**config.mk**
```make
export PLATFORM = sky130hd
export DESIGN_NAME = hex_page_seq
export DESIGN_NICKNAME = d
export VERILOG_FILES = /design/src/rtl/hex_page_seq.sv
export SDC_FILE = /design/constraint.sdc
export NUM_CORES = 1
export LEC_CHECK = 0
export CAP_MARGIN = 5
export CORE_MARGIN = 2
export CORE_UTILIZATION = 50
export DETAILED_ROUTE_END_ITERATION = 10
export PLACE_DENSITY = 0.7
export SYNTH_ARGS = -nofsm -noshare
export SYNTH_HDL_FRONTEND = slang
export SYNTH_SLANG_ARGS = --single-unit
```
**constraint.sdc**
```tcl
create_clock -name i_clk -period 1.6 [get_ports i_clk]
set_input_delay 0.32 -clock i_clk [delete_from_list [all_inputs] [get_ports i_clk]]
set_output_delay 0.32 -clock i_clk [all_outputs]
set_load 0.01 [all_outputs]
```
**src/rtl/hex_page_seq.sv**
```systemverilog
// Page sequencer for the HEX display mux. A debounced push-button press and an
// optional periodic auto-advance step the page select through A -> B -> C -> A.
module hex_page_seq #(
  parameter int DEBOUNCE_CYCLES = 1_000_000,
  parameter int AUTO_CYCLES     = 100_000_000
) (
  input  logic       i_clk,
  input  logic       i_rst,
  input  logic       i_btn_n,
  input  logic       i_auto_en,
  input  logic       i_hold,
  output logic [1:0] o_sel,
  output logic       o_advance,
  output logic       o_btn_db
);

  localparam int DW = (DEBOUNCE_CYCLES > 1) ? $clog2(DEBOUNCE_CYCLES) : 1;
  localparam int AW = (AUTO_CYCLES > 1) ? $clog2(AUTO_CYCLES) : 1;

  localparam logic [DW-1:0] DCNT_LAST = DW'(DEBOUNCE_CYCLES - 1);
  localparam logic [AW-1:0] ACNT_LAST = AW'(AUTO_CYCLES - 1);

  localparam logic [1:0] PG_A = 2'b00;
  localparam logic [1:0] PG_B = 2'b01;
  localparam logic [1:0] PG_C = 2'b10;

  logic          r_s1;
  logic          r_s2;
  logic          r_stable;
  logic          r_stable_d;
  logic [DW-1:0] r_dcnt;
  logic          r_press;
  logic [AW-1:0] r_acnt;
  logic          r_auto;
  logic [1:0]    r_sel;
  logic          r_advance;

  logic          w_press_det;
  logic          w_press_take;
  logic          w_auto_run;
  logic          w_acnt_wrap;
  logic          w_accept;
  logic [1:0]    w_sel_next;
  logic          w_adv_next;

  // Two-flop synchronizer; idle level is high because the button is active-low.
  // NOTE: sequential state uses non-blocking assignments so every flop samples pre-edge values.
  always_ff @(posedge i_clk) begin
    if (i_rst) begin
      r_s1 <= 1'b1;
      r_s2 <= 1'b1;
    end else begin
      r_s1 <= i_btn_n;
      r_s2 <= r_s1;
    end
  end

  always_ff @(posedge i_clk) begin
    if (i_rst) begin
      r_stable   <= 1'b1;
      r_stable_d <= 1'b1;
      r_dcnt     <= '0;
      r_press    <= 1'b0;
    end else begin
      r_stable_d <= r_stable;
      r_press    <= w_press_det;
      if (r_s2 == r_stable) begin
        r_dcnt <= '0;
      end else if (r_dcnt == DCNT_LAST) begin
        r_stable <= r_s2;
        r_dcnt   <= '0;
      end else begin
        r_dcnt <= r_dcnt + DW'(1);
      end
    end
  end

  // Only the falling edge of the debounced level is a press; release is ignored.
  assign w_press_det  = r_stable_d & ~r_stable;
  assign w_press_take = w_press_det & ~i_hold;
  assign w_auto_run   = i_auto_en & ~i_hold;
  assign w_acnt_wrap  = (r_acnt == ACNT_LAST);

  // A press restarts the period and suppresses a coincident wrap, so a
  // press and an auto event landing together still move only one page.
  always_ff @(posedge i_clk) begin
    if (i_rst) begin
      r_acnt <= '0;
      r_auto <= 1'b0;
    end else if (!w_auto_run || w_press_take) begin
      r_acnt <= '0;
      r_auto <= 1'b0;
    end else if (w_acnt_wrap) begin
      r_acnt <= '0;
      r_auto <= 1'b1;
    end else begin
      r_acnt <= r_acnt + AW'(1);
      r_auto <= 1'b0;
    end
  end

  assign w_accept = (r_press | r_auto) & ~i_hold;

  // NOTE: every always_comb output gets a default first so no latch is inferred.
  always_comb begin
    w_sel_next = r_sel;
    w_adv_next = 1'b0;
    case (r_sel)
      PG_A: if (w_accept) begin
        w_sel_next = PG_B;
        w_adv_next = 1'b1;
      end
      PG_B: if (w_accept) begin
        w_sel_next = PG_C;
        w_adv_next = 1'b1;
      end
      PG_C: if (w_accept) begin
        w_sel_next = PG_A;
        w_adv_next = 1'b1;
      end
      default: w_sel_next = PG_A;
    endcase
  end

  always_ff @(posedge i_clk) begin
    if (i_rst) begin
      r_sel     <= PG_A;
      r_advance <= 1'b0;
    end else begin
      r_sel     <= w_sel_next;
      r_advance <= w_adv_next;
    end
  end

  assign o_sel     = r_sel;
  assign o_advance = r_advance;
  assign o_btn_db  = r_stable;

endmodule

```
==> summary.md <==
| Metric | Value |
|---|---|
| Routing usage on met2 | 0.3452 |
| Worst-path cell chain | nor4_4 -> nand3b_1 -> nor4_4 -> or2_4 -> buf_6 -> buf_12 -> nor2_2 |
| Net Sw Frac | 0.2167 |
| DR DRC count | 0 |
| Slew @ Worst Pin | 325.1 ps |
| Lkg Pwr | 1.225 nW |
| Worst Setup Slack, final | -104.4 ps |
| Seq cells post-synth | 56 |
| Nets | roughly 340 |
| Failing checks | setup timing |
| Crit path time final | 1704 ps |
| Worst path bufs/invs | 2 |
| Die H | roughly 74 µm |
| Clock power frac | 0.342 |
| Internal | 1.746 mW |
| Total core area | 0.004723 mm² |
| # setup viols final | 10 |
| CTS clock-pin slew for the worst setup and hold paths | 100 ps |
| PD cells | 684.8 mW/mm² |
| CP Data Arrival Time | 1920 ps |
| Hold Crit Class | register to register |
| Critical path class | register to register |
| Busiest grt layer | met2 |
| Final Skew | 12.27 ps |
| Via Count | 2051 |
| Area grow syn2layout | 33.52% |
| Seq/Total Area, Yosys | 0.4600 |
| Layout cells sized above 1 | 0.3123 |
| Tot GR Track Use | 0.2013 |
| Number of global-route vias before repair | 1959 |
| Met1 Resource Use GR | 0.2491 |
| Delay-heaviest family, CP | simple AND/OR/NAND/NOR gates |
| Final core occ | 0.6890 |
| First-pass GRT wire length | approximately 8500 µm |
| DIE WIDTH | 73.82 µm |
| Mapped Area | around 0.0024 mm² |
| Num Clock Sinks | 56 |
| Psw | 0.4830 mW |
| Max H-tree Level | 2 |
| Congestion Overflow GR | 0 |
| DIE AREA | 0.005449 mm² |
| Num CTS Buffers | 5 |
| Mean Syn Cell Area | 8.928 µm² |
| Synth top area cells | dfxtp_1, xor2_1, nor2_1, nand3_1, xnor2_1 |
| Final ANT Viol Nets | 0 |
| EDFF count, synth | 0 |
| Highest Clock Rate | 586.7 MHz |
| Max_slew headroom | 0.7777 |
| Ys flop type | dfxtp_1 |
| DRT Wirelength | 5126 µm |
| Async S/R FF share, synth | 0 |
| Drt first pass iters | 4 |
| Endpoint class of the critical path | register |
| Status | complete, but fails checks |
| Syn Nets | 280 |
| CTS tree | done |
| RePlAce Congestion | approximately 0.80 |
| WP data required | around 1800 ps |
| Hold Fails Final Rpt | 0 |
| Largest area contributor in the netlist | dfxtp_1 |
| Crit-path max FO | 5 |
| Initial core utilization | 0.5160 |
| Max-cap viol count | 0 |
| Comb pwr share | 0.031 |
| CP max stage delay | 360 ps |
| Commonest cells in the netlist | dfxtp_1, nor2_1, xor2_1 |
| Maximum VDD drop | 0.4538 mV |
| Most used cell along the critical path | nor4_4 |
| Initial antenna violation count | 0 |
| Largest net degree at the start of global routing | 18 |
| Post-DP HPWL | 3238 µm |
| CP Launch Type | register |
| Total power | between 2 and 2.5 mW |
| Global routing usage on met3 | 0.04115 |
| Tcrit/Tclk final | 1.065 |
| Root Buffer | clkbuf_8 |
| # diodes | 0 |
| Num rows | 25 |
| Synth cell types | 42 |
| Yosys warns | 0 |
| Unrepaired setup endpoints after global routing | yes |
| DRT iter0 DRCs | 37 |
| Final slew viol count | 0 |
| Average vias per placed instance | about 5.1 |
| Share of the synthesized area in the top cell type | 0.4600 |
| WL per Instance | roughly 13 µm |
| Skew-Pair Late Insertion Delay | 310 ps |
| Hold_buf cts | 0 |
| Syn Inst Count | 273 |
| Longest Clk Path Bufs | 2 |
| Seq pwr share | 0.627 |
| I/O pin cnt | 9 |
| Port bufs | 8 |
| Cell with the largest stage delay on the worst path | dfxtp_4 |
| Most common cell in the synthesized netlist | dfxtp_1 |
[what timing repair did]
item	CTS	global route
pin swaps	12	9
endpoints found under the hold margin	0	0
buffers inserted	8	1
cloned	2	1
gates resized for setup	17	40
setup endpoints to repair	23	45
[path summary, 6_finish.rpt]
kind / depth (start not counted) / start / slack (ps) / end
setup / recovery: 7 / r_dcnt[8] / -100 / r_dcnt[5]
hold / removal: 1 / r_s1 / 430 / r_s2
setup reg to reg: 7 / r_dcnt[8] / -100 / r_dcnt[5]
hold reg to reg: 1 / r_s1 / 430 / r_s2
[metal layers]
metal | vias up | wire (µm)
met2 | 28 | 2544
met4 | 0 | 89
met1 | 971 | 2357
met3 | 12 | 134
met5 | - | 0
li1 | 1040 | -
[power groups by stage]
| stage | clock network, mW | logic [mW] | registers [mW] |
|---|---|---|---|
| 6_report | 0.763 | 0.0684 | 1.40 |
| 3_3_place_gp | 0 | 0.0506 | 1.43 |
| 4_1_cts | 0.798 | 0.0690 | 1.40 |
| 5_1_grt | 0.834 | 0.0731 | 1.40 |
| 3_5_place_dp | 0 | 0.0515 | 1.43 |
| 2_1_floorplan | 0 | 0.0238 | 1.43 |
[sequential cells by signal (all words and copies together), names as in the netlist]
| name | flops |
|---|---|
| r_stable_d | 1 |
| r_acnt | 27 |
| o_sel | 2 |
| r_s2 | 1 |
| r_auto | 1 |
| o_btn_db | 1 |
| r_press | 1 |
| o_advance | 1 |
| r_s1 | 1 |
| r_dcnt | 20 |
[cell families after synthesis]
logic type / count (synthesis) / share of synthesized area
simple gates: 150 / 0.3172
flops: 56 / 0.4600
xor+xnor: 42 / 0.1509
buf+inv: 12 / 0.03028
compound gates: 11 / 0.03132
fa+ha+maj: 2 / 0.01027
[cell usage in the layout (no fill, tap or decap), drive strengths merged, types with 2 or more instances in the layout]
cell | netlist | final
nor2b | 2 | 2
and3 | 9 | 9
xnor2 | 11 | 11
nand4 | 9 | 9
xor2 | 31 | 31
and4 | 6 | 6
nor4 | 4 | 4
nand2 | 22 | 22
buf | 5 | 51
clkdlybuf4s50 | 0 | 8
or2 | 5 | 5
nor4b | 3 | 3
nor2 | 55 | 55
clkbuf | 2 | 6
nor3 | 6 | 6
nor3b | 2 | 2
nand3 | 23 | 23
dfxtp | 56 | 56
ha | 2 | 2
a21oi | 3 | 3
inv | 5 | 5
[through the flow]
step / hold WS [ps] / worst slack, ps / std cells / TNS [ps] / cell area (µm²)
2_1_floorplan: 389.5 / -69.59 / 273 / -695.4 / 2442
3_3_place_gp: 405.3 / -72.77 / 382 / -1579 / 2872
3_5_place_dp: 402.2 / -112.1 / 382 / -2369 / 2872
4_1_cts: 431.3 / -67.28 / 400 / -638.1 / 3146
5_1_grt: 444.7 / -160.0 / 400 / -1917 / 3254
6_report: 425.6 / -104.4 / 400 / -935.1 / 3254
[final cells by class]
| type | instances | area, µm² |
|---|---|---|
| Timing Repair Buffer | 59 | 510.5 |
| Multi-Input combinational cell | 205 | 1418 |
| Inverter | 5 | 18.77 |
| Clock inverter | 2 | 16.27 |
| Sequential cell | 56 | 1135 |
| Clock buffer | 6 | 72.57 |
| Tap cell | 67 | 83.83 |
| Fill cell | 354 | 1469 |
(Power assumes the default switching activity.)
